### config.mk
export PLATFORM = sky130hd
export DESIGN_NAME = apb_decode_wd
export DESIGN_NICKNAME = d
export VERILOG_FILES = /design/src/rtl/apb_decode_wd.sv
export SDC_FILE = /design/constraint.sdc
export NUM_CORES = 1
export LEC_CHECK = 0
export ABC_CLOCK_PERIOD_IN_PS = 2530
export CELL_PAD_IN_SITES_DETAIL_PLACEMENT = 2
export CELL_PAD_IN_SITES_GLOBAL_PLACEMENT = 2
export CORE_MARGIN = 1
export CORE_UTILIZATION = 19
export CTS_CLUSTER_SIZE = 25
export DETAILED_ROUTE_END_ITERATION = 10
export GPL_TIMING_DRIVEN = 0
export PLACE_DENSITY = 0.76
export SKIP_CTS_REPAIR_TIMING = 1
export SYNTH_ARGS = -nofsm -noshare
export SYNTH_HDL_FRONTEND = slang
export SYNTH_SLANG_ARGS = --single-unit
### constraint.sdc
create_clock -name clk -period 2.53 [get_ports clk]
set_input_delay 0.253 -clock clk [delete_from_list [all_inputs] [get_ports clk]]
set_output_delay 0.253 -clock clk [all_outputs]
set_load 0.03 [all_outputs]
### src/rtl/apb_decode_wd.sv
`default_nettype none
// ============================================================================
// Module  : apb_decode_wd
// Purpose : APB 1:N address decoder with a per-transfer watchdog.
//           The port selected in the setup phase is held for the whole access
//           phase. A transfer that hangs for longer than TIMEOUT wait cycles
//           is aborted with PSLVERR, and that port is then marked dead.
//           Error completions are counted, and the address of the first
//           error is captured.
// Ports   : clk, reset                  - clock, async active-high reset
//           s_*                         - APB slave side (from the CPU bridge)
//           m_*                         - APB master side (to PORTS slaves);
//                                         paddr/pwrite/penable/pwdata pass
//                                         through, m_psel is one-hot
//           err_clr                     - pulse: clears port_dead/err_count/
//                                         err_valid
//           port_dead, err_count,
//           err_valid, err_addr         - error bookkeeping
// Revision: 1.0 - initial release
// ============================================================================
module apb_decode_wd #(
    parameter int          PORTS       = 4,
    parameter logic [31:0] BASE        = 32'd1024,
    parameter int          REGION_LOG2 = 12,
    parameter bit          TOP_DEFAULT = 1'b0,
    parameter int          TIMEOUT     = 255,
    parameter int          CNT_W       = 8
) (
    input  logic                  clk,
    input  logic                  reset,
    input  logic [31:0]           s_paddr,
    input  logic                  s_pwrite,
    input  logic                  s_psel,
    input  logic                  s_penable,
    input  logic [31:0]           s_pwdata,
    output logic [31:0]           s_prdata,
    output logic                  s_pready,
    output logic                  s_pslverr,
    output logic [31:0]           m_paddr,
    output logic                  m_pwrite,
    output logic                  m_penable,
    output logic [31:0]           m_pwdata,
    output logic [PORTS-1:0]      m_psel,
    input  logic [PORTS*32-1:0]   m_prdata,
    input  logic [PORTS-1:0]      m_pready,
    input  logic [PORTS-1:0]      m_pslverr,
    input  logic                  err_clr,
    output logic [PORTS-1:0]      port_dead,
    output logic [CNT_W-1:0]      err_count,
    output logic                  err_valid,
    output logic [31:0]           err_addr
);

    localparam int               c_idx_w   = (PORTS > 1) ? $clog2(PORTS) : 1;
    localparam int               c_wd_w    = (TIMEOUT > 0) ? $clog2(TIMEOUT + 1) : 1;
    localparam logic [32:0]      c_base    = {1'b0, BASE};
    localparam logic [32:0]      c_limit   = c_base + (33'(PORTS) << REGION_LOG2);
    localparam logic [c_idx_w-1:0] c_top_idx = c_idx_w'(PORTS - 1);
    localparam logic [c_wd_w-1:0]  c_wd_max  = c_wd_w'(TIMEOUT);

    typedef enum logic [0:0] {
        ST_IDLE   = 1'b0,
        ST_ACCESS = 1'b1
    } state_t;

    state_t               r_state;
    state_t               w_state_nxt;
    logic [c_idx_w-1:0]   r_idx;
    logic                 r_lerr;
    logic [31:0]          r_addr;
    logic [c_wd_w-1:0]    r_wait;
    logic [PORTS-1:0]     r_port_dead;
    logic [CNT_W-1:0]     r_err_count;
    logic                 r_err_valid;
    logic [31:0]          r_err_addr;

    function automatic logic [PORTS-1:0] f_onehot(input logic [c_idx_w-1:0] idx);
        f_onehot = '0;
        for (int i = 0; i < PORTS; i++) begin
            f_onehot[i] = (i == int'(idx));
        end
    endfunction

    // Pass-through of the shared APB signals.
    assign m_paddr   = s_paddr;
    assign m_pwrite  = s_pwrite;
    assign m_penable = s_penable;
    assign m_pwdata  = s_pwdata;

    // ------------------------------------------------------------------
    // Setup-phase address decode
    // ------------------------------------------------------------------
    logic                 w_hit;
    logic [31:0]          w_offset;
    logic [31:0]          w_off_idx;
    logic [c_idx_w-1:0]   w_dec_idx;
    logic                 w_dec_lerr;
    logic                 w_unused;

    assign w_hit     = ({1'b0, s_paddr} >= c_base) && ({1'b0, s_paddr} < c_limit);
    assign w_offset  = s_paddr - BASE;
    assign w_off_idx = w_offset >> REGION_LOG2;
    assign w_dec_idx = w_hit ? w_off_idx[c_idx_w-1:0] : c_top_idx;
    assign w_unused  = ^w_off_idx[31:c_idx_w];

    // A miss is local unless it defaults to the top port. A dead target is
    // also local, so the hung slave is not selected again.
    assign w_dec_lerr = (!w_hit && !TOP_DEFAULT) || |(r_port_dead & f_onehot(w_dec_idx));

    // ------------------------------------------------------------------
    // Latched-port response mux
    // ------------------------------------------------------------------
    logic                 w_sel_ready;
    logic                 w_sel_err;
    logic [31:0]          w_sel_rdata;

    always_comb begin
        w_sel_ready = 1'b0;
        w_sel_err   = 1'b0;
        w_sel_rdata = '0;
        for (int i = 0; i < PORTS; i++) begin
            if (i == int'(r_idx)) begin
                w_sel_ready = m_pready[i];
                w_sel_err   = m_pslverr[i];
                w_sel_rdata = m_prdata[i*32 +: 32];
            end
        end
    end

    // ------------------------------------------------------------------
    // FSM next-state and APB outputs
    // ------------------------------------------------------------------
    logic                 w_setup;
    logic                 w_wait_inc;
    logic                 w_timeout;

    always_comb begin
        w_state_nxt = r_state;
        m_psel      = '0;
        s_pready    = 1'b0;
        s_pslverr   = 1'b0;
        s_prdata    = '0;
        w_setup     = 1'b0;
        w_wait_inc  = 1'b0;
        w_timeout   = 1'b0;
        case (r_state)
            ST_IDLE: begin
                // A lone PENABLE in IDLE is a protocol violation and is ignored.
                if (s_psel && !s_penable) begin
                    w_setup     = 1'b1;
                    w_state_nxt = ST_ACCESS;
                    if (!w_dec_lerr) m_psel = f_onehot(w_dec_idx);
                end
            end
            ST_ACCESS: begin
                if (!s_psel) begin
                    // Master abandoned the transfer; nothing completes or logs.
                    w_state_nxt = ST_IDLE;
                end else begin
                    if (!r_lerr) m_psel = f_onehot(r_idx);
                    if (r_lerr) begin
                        s_pready    = 1'b1;
                        s_pslverr   = 1'b1;
                        w_state_nxt = ST_IDLE;
                    end else if (w_sel_ready) begin
                        // A ready slave wins over a coincident timeout.
                        s_pready    = 1'b1;
                        s_pslverr   = w_sel_err;
                        s_prdata    = w_sel_rdata;
                        w_state_nxt = ST_IDLE;
                    end else if ((TIMEOUT != 0) && (r_wait == c_wd_max)) begin
                        s_pready    = 1'b1;
                        s_pslverr   = 1'b1;
                        w_timeout   = 1'b1;
                        w_state_nxt = ST_IDLE;
                    end else begin
                        s_prdata    = w_sel_rdata;
                        w_wait_inc  = 1'b1;
                    end
                end
            end
            default: w_state_nxt = ST_IDLE;
        endcase
    end

    // ------------------------------------------------------------------
    // Error bookkeeping. A clear is applied first, so an error in the same
    // cycle is recorded into the freshly cleared state.
    // ------------------------------------------------------------------
    logic                 w_err_done;
    logic [PORTS-1:0]     w_dead_nxt;
    logic [CNT_W-1:0]     w_cnt_nxt;
    logic                 w_valid_nxt;
    logic [31:0]          w_addr_nxt;

    assign w_err_done = s_pready & s_pslverr;

    always_comb begin
        w_dead_nxt  = err_clr ? '0   : r_port_dead;
        w_cnt_nxt   = err_clr ? '0   : r_err_count;
        w_valid_nxt = err_clr ? 1'b0 : r_err_valid;
        w_addr_nxt  = r_err_addr;
        if (w_timeout) w_dead_nxt = w_dead_nxt | f_onehot(r_idx);
        if (w_err_done) begin
            if (w_cnt_nxt != '1) w_cnt_nxt = w_cnt_nxt + CNT_W'(1);
            if (!w_valid_nxt) begin
                w_addr_nxt  = r_addr;
                w_valid_nxt = 1'b1;
            end
        end
    end

    always_ff @(posedge clk or posedge reset) begin
        if (reset) begin
            r_state     <= ST_IDLE;
            r_idx       <= '0;
            r_lerr      <= 1'b0;
            r_addr      <= '0;
            r_wait      <= '0;
            r_port_dead <= '0;
            r_err_count <= '0;
            r_err_valid <= 1'b0;
            r_err_addr  <= '0;
        end else begin
            r_state <= w_state_nxt;
            if (w_setup) begin
                r_idx  <= w_dec_idx;
                r_lerr <= w_dec_lerr;
                r_addr <= s_paddr;
                r_wait <= '0;
            end else if (w_wait_inc) begin
                r_wait <= r_wait + c_wd_w'(1);
            end
            r_port_dead <= w_dead_nxt;
            r_err_count <= w_cnt_nxt;
            r_err_valid <= w_valid_nxt;
            r_err_addr  <= w_addr_nxt;
        end
    end

    assign port_dead = r_port_dead;
    assign err_count = r_err_count;
    assign err_valid = r_err_valid;
    assign err_addr  = r_err_addr;

endmodule
`default_nettype wire

## After elaboration in Yosys (flattened, before gate mapping)

Cells that the tools add are included.

| storage, ports and cells | value |
|---|---|
| logic and storage cells | 90 |
| register bits after elaboration | 89 |
| input port bits | 206 |
| output and inout bits | 149 |

| cells by class | value |
|---|---|
| $add $sub $neg | 3 |
| bitwise gates (word level) | 5 |
| muxes and demuxes | 53 |
| equality and inequality tests | 8 |
| reductions and logical operators | 10 |
| $lt $le $gt $ge | 2 |

Operators by type and width:

| operator | number |
|---|---|
| $mux 32 | 9 |
| $mux 8 | 5 |
| $ge 32x11->1 const B | 1 |
| $lt 32x15->1 const B | 1 |
| $mux 1 | 30 |
| $mux 4 | 6 |
| $add 8x1->8 const B | 2 |
| $sub 14x11->14 const B | 1 |
| $eq 2x2->1 const A | 4 |
| $eq 8x8->1 const B | 1 |
| $ne 8x8->1 const B | 1 |
| $pmux 4 s2 | 1 |
| $and 4x4->4 | 1 |
| $eq 1x2->1 const A | 2 |
| $logic_not 2->1 | 2 |
| $or 4x4->4 | 1 |
| $reduce_or 4->1 | 1 |
| $logic_and 1x1->1 | 2 |
| $logic_not 1->1 | 2 |
| $mux 2 | 1 |
| $not 1->1 | 2 |
| $pmux 1 s2 | 1 |
| $reduce_and 2->1 | 1 |
| $reduce_bool 2->1 | 1 |
| other kinds (2) | 2 |

## Depth between registers and ports, before layout

Gate-level depths: netlist of the first run.

| depth | value |
|---|---|
| depth in word-level cells | 11 |
| mapped depth | 8 |

## Worst setup path before layout of the first run

No wires, ideal clock.

| timing | value |
|---|---|
| path kind | input to output |
| from | input port s_paddr[19] |
| to | output port m_psel[0] |
| arrival time | 2456 ps |
| stages | 5 |
| path buffers | 0 |
| setup slack | -179 ps |
| path through | nor4_1 -> nand3_1 -> or3_1 -> or2_2 -> o41ai_1 |

| between the ends | value |
|---|---|
| cells in the longest elaborated chain, start to end | 10 |

RTL lines:

| item | RTL line | text |
|---|---|---|
| start: declaration | 31 | `input logic [31:0] s_paddr,` |
| $ge 32x11->1 / $lt 32x15->1 (equally long branches) | 100 | `assign w_hit = ({1'b0, s_paddr} >= c_base) && ({1'b0, s_paddr} < c_limit);` |
| $logic_and 1x1->1 * | 100 |  |
| $mux 2 | 103 | `assign w_dec_idx = w_hit ? w_off_idx[c_idx_w-1:0] : c_top_idx;` |
| $eq 2x2->1, or another cell as far along | 80 | `f_onehot[i] = (i == int'(idx));` |
| $and 4x4->4 | 108 | `assign w_dec_lerr = (!w_hit && !TOP_DEFAULT) \|\| \|(r_port_dead & f_onehot(w_dec_idx));` |
| $reduce_or 4->1 | 108 |  |
| $logic_or 1x1->1 | 108 |  |
| $mux 4 * | 152 | `if (!w_dec_lerr) m_psel = f_onehot(w_dec_idx);` |
| $mux 4 * | 149 | `if (s_psel && !s_penable) begin` |
| $pmux 4 s2 * | 146 | `case (r_state)` |
| end: declaration | 43 | `output logic [PORTS-1:0] m_psel,` |

Every way passes the cells marked *; elsewhere a longest branch is shown, timed or not.

## Worst setup path in the final report of the first run

| timing | value |
|---|---|
| from | register r_idx[0] |
| to | output port s_prdata[20] |

| between the ends | value |
|---|---|
| cells in the longest elaborated chain, start to end | 10 |

RTL lines:

| item | RTL line | text |
|---|---|---|
| start: declaration | 68 | `logic [c_idx_w-1:0] r_idx;` |
| start signal: assignment | 227 | `r_idx <= w_dec_idx;` |
| $logic_not 2->1 | 122 | `if (i == int'(r_idx)) begin` |
| $mux 32 (4 in series) | 122 |  |
| $mux 32 | 171 | `end else if ((TIMEOUT != 0) && (r_wait == c_wd_max)) begin` |
| $mux 32 * | 165 | `end else if (w_sel_ready) begin` |
| $mux 32 * | 161 | `if (r_lerr) begin` |
| $mux 32 * | 156 | `if (!s_psel) begin` |
| $mux 32 * | 146 |  |
| end: declaration | 36 | `output logic [31:0] s_prdata,` |

Marks and branches as above.

==> results of run 1 <==
==> kinds of logic (layout without fill, tap and decap cells) <==
| logic type | Yosys count | in the layout |
|---|---|---|
| AND/OR/NAND/NOR | 112 | 112 |
| flip-flops | 89 | 89 |
| buffers and inverters | 98 | 462 |
| XOR/XNOR | 10 | 10 |
| AO/OA/AOI/OAI | 29 | 29 |
| adder cells (fa/ha/maj) | 2 | 2 |
| multiplexers | 103 | 103 |
==> stage by stage <==
step,instances,util [%],setup TNS [ns],setup slack [ns],hold WS (ns)
2_1_floorplan,443,-,-0.3585,-0.1793,0.4047
3_3_place_gp,1142,32.63,-42.35,-1.250,0.4684
3_5_place_dp,1144,32.77,-44.21,-1.250,0.4784
4_1_cts,1159,33.91,-31.58,-1.324,0.2153
5_1_grt,1185,36.25,-3.691,-0.1306,0.2493
6_report,1185,36.25,-0.3697,-0.04087,0.2190
==> power by group <==
| part | internal (mW) | switching, mW |
|---|---|---|
| registers | 1.74 | 0.182 |
| clock network | 0.888 | 0.583 |
| logic | 1.18 | 1.01 |
| total | 3.81 | 1.77 |
==> synth_stat cells, types with 3 or more instances <==
master	count	area [um2]
o21ai_0	3	15.01
nand2b_1	4	25.02
nand4_1	6	37.54
mux4_2	34	765.7
or3_1	6	37.54
xnor2_1	4	35.03
xor2_1	6	52.55
and3_1	34	212.7
mux2i_1	3	30.03
mux2_2	62	698.2
buf_6	4	45.04
mux2_1	4	45.04
or2_2	3	18.77
o2bb2ai_1	3	26.28
nor2_1	20	75.07
nor4_1	3	18.77
nor2b_1	5	31.28
clkbuf_1	16	60.06
dfrtp_1	89	2227
a21oi_1	5	25.02
buf_4	66	495.5
buf_1	3	11.26
nand3_1	9	45.04
inv_1	6	22.52
a211oi_1	3	22.52
nor3_1	5	25.02
o41ai_1	3	26.28
nand2_1	10	37.54
nor3b_1	3	22.52
==> routing by layer <==
metal / GRT usage (%) / routed length (um) / vias to the layer above
met5: 0 / 0 / -
met4: 4.191 / 276 / 0
met3: 4.002 / 1695 / 15
met2: 27.06 / 12000 / 191
met1: 17.82 / 9546 / 2554
li1: - / - / 2274
==> sequential cells by signal (all words and copies together) (netlist names) <==
register / flops
err_addr: 32
err_count: 8
err_valid: 1
port_dead: 4
r_addr: 32
r_idx: 2
r_lerr: 1
r_state: 1
r_wait: 8
==> worst max-delay path by stage <==
stage / from / to / slack [ns] / cells past startpoint
floorplan: s_paddr[19] / m_psel[0] / -0.18 / 5
global placement: s_paddr[31] / m_psel[1] / -1.25 / 7
detailed placement: s_paddr[31] / m_psel[1] / -1.25 / 7
CTS: s_paddr[16] / m_psel[1] / -1.32 / 7
global route: r_idx[0] / s_prdata[20] / -0.13 / 8
finish: r_idx[0] / s_prdata[20] / -0.04 / 8
==> layout make-up <==
type | instances | area [um2] | area share [%]
buffer | 91 | 708.2 | 7.012
inverter | 7 | 33.78 | 0.3345
clock buffer | 10 | 239.0 | 2.366
multi-input combinational | 256 | 2833 | 28.05
tap | 378 | 473.0 | 4.683
sequential | 89 | 2227 | 22.05
timing repair buffer | 349 | 3507 | 34.72
clock inverter | 5 | 78.83 | 0.7805
==> worst register-to-register path: cells and delay by family, from the launching register on <==
family / cells / cell delay (ns)
mux: 2 / 0.85
compound gates: 2 / 0.38
buf+inv: 4 / 0.61
simple gates: 1 / 0.22
flops: 1 / 0.35
==> summary.md, run 1 <==
| Metric | Value |
|---|---|
| Status | finished, violations left |
| Violated checks | setup timing |
| Syn Area/Cell | 12.19 um2 |
| Largest family of logic cells by synthesized area | multiplexers |
| Most frequent cells in the layout | clkdlybuf4s50_1 (269), dfrtp_1 (89), buf_4 (85) |
| Simple-gate share of the synthesized area | 11.70% |
| Initial Utilization | 19.38% |
| Post-DP Area | 9129 um2 |
| Synth Net Count | 651 |
| Core area | 27860 um2 |
| Asr flop ratio synth | 100.0% |
| Clock-pin slew on the worst setup and hold paths | 0.07 ns |
| Max Cap Viol | 0 |
| 1st-pass router iterations | 4 |
| Final Cell Area | 10100 um2 |
| Unrepaired setup endpoints after global routing | true |
| First-pass GRT wire length | 32.72 mm |
| Reg2reg path depth | 9 |
| Mux contribution to synthesized area | 28.51% |
| Final ANT Viol Nets | 0 |
| Final worst slack | -0.04087 ns |
| Required @ worst endpoint | 2.28 ns |
| DRC violation count after routing | 0 |
| Yosys warns | 0 |
| Crit Path Max Fanout | 5 |
| Maximum VDD drop | 333.2 uV |
| Leak pwr | 4.451 nW |
| Worst reg2reg path startpoint | r_idx[0] |
| I/O Buffers | 321 |
| FF-to-FF End | err_addr[23] |
| Post-synthesis sequential area ratio | 41.25% |
| Mapped Cells | 443 |
| CTS Buf Count | 9 |
| Ports | 355 |
| Drt wl/cell | 19.84 um |
| Total GRT Usage | 15.19% |
| Root Buffer | clkbuf_16 |
| CP Cell Sequence | buf_6 -> mux4_2 -> nand3b_4 -> buf_12 -> buf_6 -> buf_6 -> and3_1 -> buf_2 |
| CP top delay family | buffers and inverters |
| Via count | 5034 |
| Largest net degree at the start of global routing | 42 |
| Die Ht | 170.6 um |
| Nets | 1011 |
| Post-synthesis xor/xnor area fraction | 1.622% |
| Grt ovf | 0 |
| Post-synth EDFFs | 0 |
| CP endpoint kind | primary output |
| Starting DRT DRC Count | 89 |
| Post-DP HPWL | 18.05 mm |
| Vias/cell | 4.248 |
| GPL Wtd Cong | 0.7908 |
| Commonest non-fill, non-tap cell in the layout | clkdlybuf4s50_1 |
| Compound-Gate Fraction of Synth Area | 4.450% |
| Fmax achieved | 0.3890 GHz |
| CTS Sinks | 89 |
| Total power | 5.585 mW |
| Synthesized area | 5399 um2 |
| Rows | 61 |
| # fillers | 2906 |
| Final hold violation count | 0 |
| Area growth syn-to-layout | 87.07% |
| Fin crit share | 101.6% |
| Area share of fa/ha/maj cells after synthesis | 0.4635% |
| Critical setup path kind | flop to primary output |
| Register-to-register setup slack | 0.01 ns |
| Top cell by count, worst path | buf_6 |
| Setup violators final | 14 |
| Slowest CP cell | mux4_2 |
| Power density over the cells | 553.0 nW/um2 |
| CP startpoint kind | flop |
| CP Buf/Inv Count | 5 |
| Die area | 29090 um2 |
| Final WL | 23.51 mm |
| Seq cells post-synth | 89 |
| H-tree depth | 3 |
| CTS tree | yes |
| Worst-Skew Late Latency | 0.35 ns |
| Ratio of cells with drive above 1 in the final layout | 37.55% |
| Worst slew margin | 56.74% |
| Slowest stage delay, CP | 0.55 ns |
| Initial antenna violation count | 0 |
| CP arrival | 2.32 ns |
| Pins Over Slew Limit | 0 |
| Antenna Cells | 0 |
| Fin Clk Skew | 0.005537 ns |
| Die X | 170.6 um |
| Vias in the first global route | 5389 |
| Worst slew pin tran | 0.6489 ns |
| Min Tclk post-route | 2.571 ns |
| Hold Path Class | input pin to asynchronous set/reset pin |
| Clk buf depth | 2 |
| Post-synthesis cell type count | 47 |
| Prevailing post-synth register cell | dfrtp_1 |
No activity file was read; power rests on OpenSTA's default activity.
==> run 2, diff against run 1 <==
--- a/config.mk
+++ b/config.mk
@@ -18,3 +18,4 @@
 export SYNTH_ARGS = -nofsm -noshare
 export SYNTH_HDL_FRONTEND = slang
 export SYNTH_SLANG_ARGS = --single-unit
+export TNS_END_PERCENT = 100
==> constraint.sdc (replaced) <==
create_clock -name clk -period 2.53 [get_ports clk]
set_input_delay 0.3795 -clock clk [delete_from_list [all_inputs] [get_ports clk]]
set_output_delay 0.3795 -clock clk [all_outputs]
set_load 0.03 [all_outputs]
==> run 2 against run 1 <==
Compared with the run above:
- the flow still finishes with violations (setup timing)
- hold slack better by 0.076 ns
- combinational power about the same
- sequential cell count did not move
- clock-buffer cell count is 2 higher
- cell count shrank 0.17%
- first-iteration DRC count grew 33%
- worst setup slack got worse by 0.063 ns
- design area is essentially flat
- wire length increased by 0.26%
- power fell by 2.1%
- sequential power about the same
- critical path depth is 1 higher
- critical path type is now flop to flop
- largest power group unchanged
==> summary.md, run 2 (synthesis gave the netlist of run 1 again) <==
| Metric | Value |
|---|---|
| Initial Utilization | 19.38% |
| Worst slew margin | 57.60% |
| Layout Cells excl Fill | 1183 |
| Crit Path Max Fanout | 10 |
| Final worst slack | -0.1034 ns |
| Commonest non-fill, non-tap cell in the layout | clkdlybuf4s50_1 |
| Area growth syn-to-layout | 87.00% |
| Post-DP HPWL | 18.51 mm |
| 1st-pass router iterations | 4 |
| Core area | 27860 um2 |
| Violated checks | setup timing |
| Power density over the cells | 541.8 nW/um2 |
| Slowest stage delay, CP | 0.59 ns |
| Critical setup path kind | flop to flop |
| Final hold violation count | 0 |
| CP top delay family | multiplexers |
| CTS Sinks | 89 |
| FF-to-FF End | err_addr[21] |
| Hold Slack | 0.2951 ns |
| Slowest CP cell | mux4_2 |
| Via count | 5035 |
| I/O Buffers | 321 |
| Worst setup path endpoint | err_addr[21] |
| Most frequent cells in the layout | clkdlybuf4s50_1 (259), dfrtp_1 (88), buf_4 (84) |
| CTS Buf Count | 9 |
| Leak pwr | 4.487 nW |
| CTS tree | yes |
| Rows | 61 |
| Worst-Skew Late Latency | 0.34 ns |
| Die X | 170.6 um |
| Fin Setup TNS | -2.802 ns |
| Ports | 355 |
| Clock-pin slew on the worst setup and hold paths | 0.06 ns |
| CP Cell Sequence | buf_6 -> mux4_2 -> nand3b_4 -> a21o_4 -> buf_4 -> a21oi_4 -> buf_12 -> buf_12 -> mux2_4 |
| Initial antenna violation count | 2 |
| CP startpoint kind | flop |
| Ratio of cells with drive above 1 in the final layout | 39.18% |
| Grt ovf | 0 |
| Clk buf depth | 2 |
| Setup violators final | 46 |
| Die area | 29090 um2 |
| Fin crit share | 104.1% |
| Maximum VDD drop | 283.6 uV |
| CP Buf/Inv Count | 4 |
| Top cell by count, worst path | buf_12 |
| Final WL | 23.58 mm |
| DRC violation count after routing | 0 |
| Vias in the first global route | 5491 |
| Starting DRT DRC Count | 118 |
| Unrepaired setup endpoints after global routing | true |
| Fmax achieved | 0.3797 GHz |
| Min Tclk post-route | 2.633 ns |
| Worst slew pin tran | 0.6360 ns |
| Hold Path Class | input pin to flop |
| Register-to-register setup slack | -0.10 ns |
| Reg2reg path depth | 9 |
| Nets | 1007 |
| H-tree depth | 3 |
| Drt wl/cell | 19.93 um |
| GPL Wtd Cong | 0.7452 |
| Die Ht | 170.6 um |
| Vias/cell | 4.256 |
| Max Cap Viol | 0 |
| Placed Cells | 1144 |
| Root Buffer | clkbuf_16 |
| Final ANT Viol Nets | 0 |
| Fin Clk Skew | 0.008680 ns |
| Required @ worst endpoint | 2.75 ns |
| CP arrival | 2.86 ns |
| First-pass GRT wire length | 33.09 mm |
| Worst reg2reg path startpoint | r_idx[0] |
| Largest net degree at the start of global routing | 41 |
| CP Depth | 9 |
| Status | finished, violations left |
| Pins Over Slew Limit | 0 |
| Total power | 5.470 mW |
| Total GRT Usage | 15.29% |
| CP startpoint | r_idx[0] |
| CP endpoint kind | flop |
[run 2: cell count changes in the layout (fill, tap and decap cells not counted), moves of 2 or more]
cell	before	now
clkbuf_1	4	7
and3_4	11	14
buf_2	15	19
clkdlybuf4s50_1	269	259
clkbuf_2	13	10
buf_12	7	9
clkinv_4	0	2
and3_1	23	19
clkbuf_16	13	11
buf_6	22	25
[run 2: where the power goes]
group / switching [mW] / internal, mW
Sequential: 0.188 / 1.74
Combinational: 0.998 / 1.18
Clock: 0.571 / 0.796
[run 2: routing by layer]
| metal | track usage (%) | vias to the layer above | routed length, um | share of wire, % |
|---|---|---|---|---|
| met1 | 16.05 | 2516 | 8734 | 37 |
| met4 | 4.544 | 2 | 420 | 1.8 |
| met5 | 0 | - | 12 | 0.051 |
| met3 | 5.575 | 23 | 2155 | 9.1 |
| met2 | 28.23 | 228 | 12250 | 52 |
| li1 | - | 2266 | - | - |
[run 2: worst register-to-register path, cell delays in order (launching register included)]
cell	delay, ns
dfrtp_1	0.34
buf_6	0.12
mux4_2	0.59
nand3b_4	0.27
a21o_4	0.30
buf_4	0.14
a21oi_4	0.13
buf_12	0.16
buf_12	0.16
mux2_4	0.32
[run 2: cell type report]
| class | count | area [um2] |
|---|---|---|
| diodes | 1 | 2.502 |
| plain buffers | 90 | 715.7 |
| clock buffers | 12 | 246.5 |
| clock inverters | 4 | 52.55 |
| fillers | 2909 | 17760 |
| inverters | 7 | 33.78 |
| multi-input cells | 257 | 2907 |
| flip-flops and latches | 89 | 2228 |
| well taps | 378 | 473.0 |
| repair buffers | 345 | 3437 |
[run 2: stage by stage]
stage | worst slack, ns | util, % | cell area (um2)
2_1_floorplan | -0.05141 | - | 5430
5_1_grt | -0.1864 | 36.24 | 10100
3_5_place_dp | -1.384 | 32.87 | 9156
6_report | -0.1034 | 36.24 | 10100
3_3_place_gp | -1.397 | 32.72 | 9116
4_1_cts | -1.385 | 33.94 | 9455
[run 2: how the worst min path moves through the flow]
stage               depth (start not counted)        start  slack, ns            to
floorplan                                   1   r_addr[19]       0.46  err_addr[19]
global placement                            1   r_addr[22]       0.47  err_addr[22]
detailed placement                          1   r_addr[22]       0.49  err_addr[22]
CTS                                         2        reset       0.40    r_addr[20]
global route                                2  s_paddr[16]       0.29    r_addr[16]
finish                                      2  s_paddr[16]       0.30    r_addr[16]
==> run 3, diff against run 2 <==
--- a/config.mk
+++ b/config.mk
@@ -6,14 +6,14 @@
 export NUM_CORES = 1
 export LEC_CHECK = 0
 export ABC_CLOCK_PERIOD_IN_PS = 2530
-export CELL_PAD_IN_SITES_DETAIL_PLACEMENT = 2
-export CELL_PAD_IN_SITES_GLOBAL_PLACEMENT = 2
+export CELL_PAD_IN_SITES_DETAIL_PLACEMENT = 1
+export CELL_PAD_IN_SITES_GLOBAL_PLACEMENT = 1
 export CORE_MARGIN = 1
-export CORE_UTILIZATION = 19
+export CORE_UTILIZATION = 24
 export CTS_CLUSTER_SIZE = 25
 export DETAILED_ROUTE_END_ITERATION = 10
 export GPL_TIMING_DRIVEN = 0
-export PLACE_DENSITY = 0.76
+export PLACE_DENSITY = 0.75
 export SKIP_CTS_REPAIR_TIMING = 1
 export SYNTH_ARGS = -nofsm -noshare
 export SYNTH_HDL_FRONTEND = slang
==> run 3 against run 2 <==
Compared with the run above:
- core utilization increased by 7.7 points
- sequential share of layout area increased by 0.99 points
- critical endpoint is now s_prdata[28]
- sequential power is essentially flat
- sequential cell count unchanged
- clock power fell by 8%
- wire length shrank 9.5%
- the flow finishes with violations (DRC, setup timing)
- largest cell class unchanged
==> summary.md, run 3 (synthesis gave the netlist of run 1 again) <==
| Metric | Value |
|---|---|
| Final hold violation count | 0 |
| Final worst slack | -0.09689 ns |
| Pins Over Slew Limit | 0 |
| Core area | 21960 um2 |
| # fillers | 2344 |
| DRC violation count after routing | 56 |
| Setup violators final | 23 |
| Drt wl/cell | 19.75 um |
| Leak pwr | 4.457 nW |
| Grt ovf | 0 |
| Die area | 23100 um2 |
| Initial antenna violation count | 3 |
| Final ANT Viol Nets | 0 |
| Nets | 1000 |
| DP Worst Slack | -1.405 ns |
| Fin Setup TNS | -1.242 ns |
| Worst-Skew Late Latency | 0.34 ns |
| Vias in the first global route | 5288 |
| Via count | 5001 |
| Worst slew pin tran | 0.6637 ns |
| Crit Path Max Fanout | 10 |
| Initial Utilization | 24.59% |
| CP arrival | 2.25 ns |
| CP startpoint kind | flop |
| Status | finished, violations left |
| Layout Cells excl Fill | 1080 |
| Ports | 355 |
| I/O Buffers | 321 |
| Violated checks | DRC, setup timing |
| Maximum VDD drop | 328.0 uV |
| Commonest non-fill, non-tap cell in the layout | clkdlybuf4s50_1 |
| Fmax achieved | 0.3807 GHz |
| Hold Path Class | input pin to flop |
| Root Buffer | clkbuf_16 |
| CTS Buf Count | 9 |
| Vias/cell | 4.631 |
| Post-DP HPWL | 17.28 mm |
| 1st-pass router iterations | 7 |
| Final core utilization | 43.98% |
| Fin Clk Skew | 0.008291 ns |
| H-tree depth | 3 |
| CTS Sinks | 89 |
| Die Ht | 152.0 um |
| Most frequent cells in the layout | clkdlybuf4s50_1 (259), dfrtp_1 (89), buf_4 (79) |
| Total GRT Usage | 17.83% |
| Required @ worst endpoint | 2.15 ns |
| Total power | 5.180 mW |
| CTS tree | yes |
| Clk buf depth | 2 |
| First-pass GRT wire length | 31.28 mm |
| Largest net degree at the start of global routing | 32 |
| Placed Cells | 1046 |
| Worst slew margin | 55.66% |
| Unrepaired setup endpoints after global routing | true |
| Fin crit share | 103.8% |
| Area growth syn-to-layout | 78.86% |
| CP endpoint kind | primary output |
| Power density over the cells | 536.4 nW/um2 |
| Clock-pin slew on the worst setup and hold paths | 0.07 ns |
| Final WL | 21.33 mm |
| Rows | 54 |
| GPL Wtd Cong | 0.7847 |
| Starting DRT DRC Count | 173 |
| Die X | 152.0 um |
| Max Cap Viol | 0 |
| Critical setup path kind | flop to primary output |
| Min Tclk post-route | 2.627 ns |
| Ratio of cells with drive above 1 in the final layout | 35.13% |
[run 3: cell types whose count changed in the layout (fill, tap and decap cells not counted), moves of 5 or more]
cell,previous run,this run
buf_4,84,79
mux2_2,37,62
buf_12,9,3
clkbuf_2,10,19
buf_6,25,13
and3_4,14,0
dlymetal6s2s_1,17,27
mux2_4,29,0
and3_1,19,34
[run 3: critical path, stage by stage (launching register included)]
cell and delay (ns):
dfrtp_1 0.34, buf_6 0.12, mux4_2 0.55, nand3b_4 0.26, buf_2 0.23, and3_1 0.16, dlymetal6s2s_1 0.24
[run 3: worst paths after layout]
path                              from           end  slack [ns]  depth (start not counted)
setup reg to reg              r_idx[0]  err_addr[20]        0.05                          8
setup / recovery              r_idx[0]  s_prdata[28]        -0.1                          6
hold / removal             s_paddr[18]    r_addr[18]        0.30                          2
max in group asynchronous        reset  err_count[1]        1.22                          4
hold reg to reg             r_addr[19]  err_addr[19]        0.49                          1
min in group asynchronous        reset  err_addr[21]        0.49                          2
[run 3: layer usage]
layer  vias to the layer above  part of all wire [%]  GRT usage, %  wire length (um)
met5                         -                 0.061             0                13
met4                         2                   1.8         4.810               394
met3                        20                   8.9         5.733              1892
met2                       225                    53         33.42             11350
met1                      2489                    36         19.10              7679
li1                       2265                     -             -                 -
[run 3: cell type report]
cell class              count  area (um2)  area share, %
plain buffers              91       678.2          7.023
repair buffers            338        3344          34.63
diodes                      3       7.507        0.07774
clock buffers               9       225.2          2.332
clock inverters             7       52.55         0.5442
inverters                   7       33.78         0.3498
flip-flops and latches     89        2227          23.06
well taps                 280       350.3          3.628
multi-input cells         256        2738          28.35
[run 3: power by group]
part / switching [mW] / internal [mW] / total [mW] / leakage (nW)
clock: 0.591 / 0.671 / 1.26 / 0.124
sequential: 0.164 / 1.74 / 1.90 / 1.09
combinational: 0.961 / 1.05 / 2.02 / 3.24
total: 1.72 / 3.46 / 5.18 / 4.46
[run 3: metrics by stage]
step	instance area, um2	hold slack [ns]
final	9657	0.2962
after global routing	9657	0.2868
after CTS	9311	0.4932
after detailed placement	9034	0.4781
after global placement	8994	0.4682
after floorplan	5430	0.4602
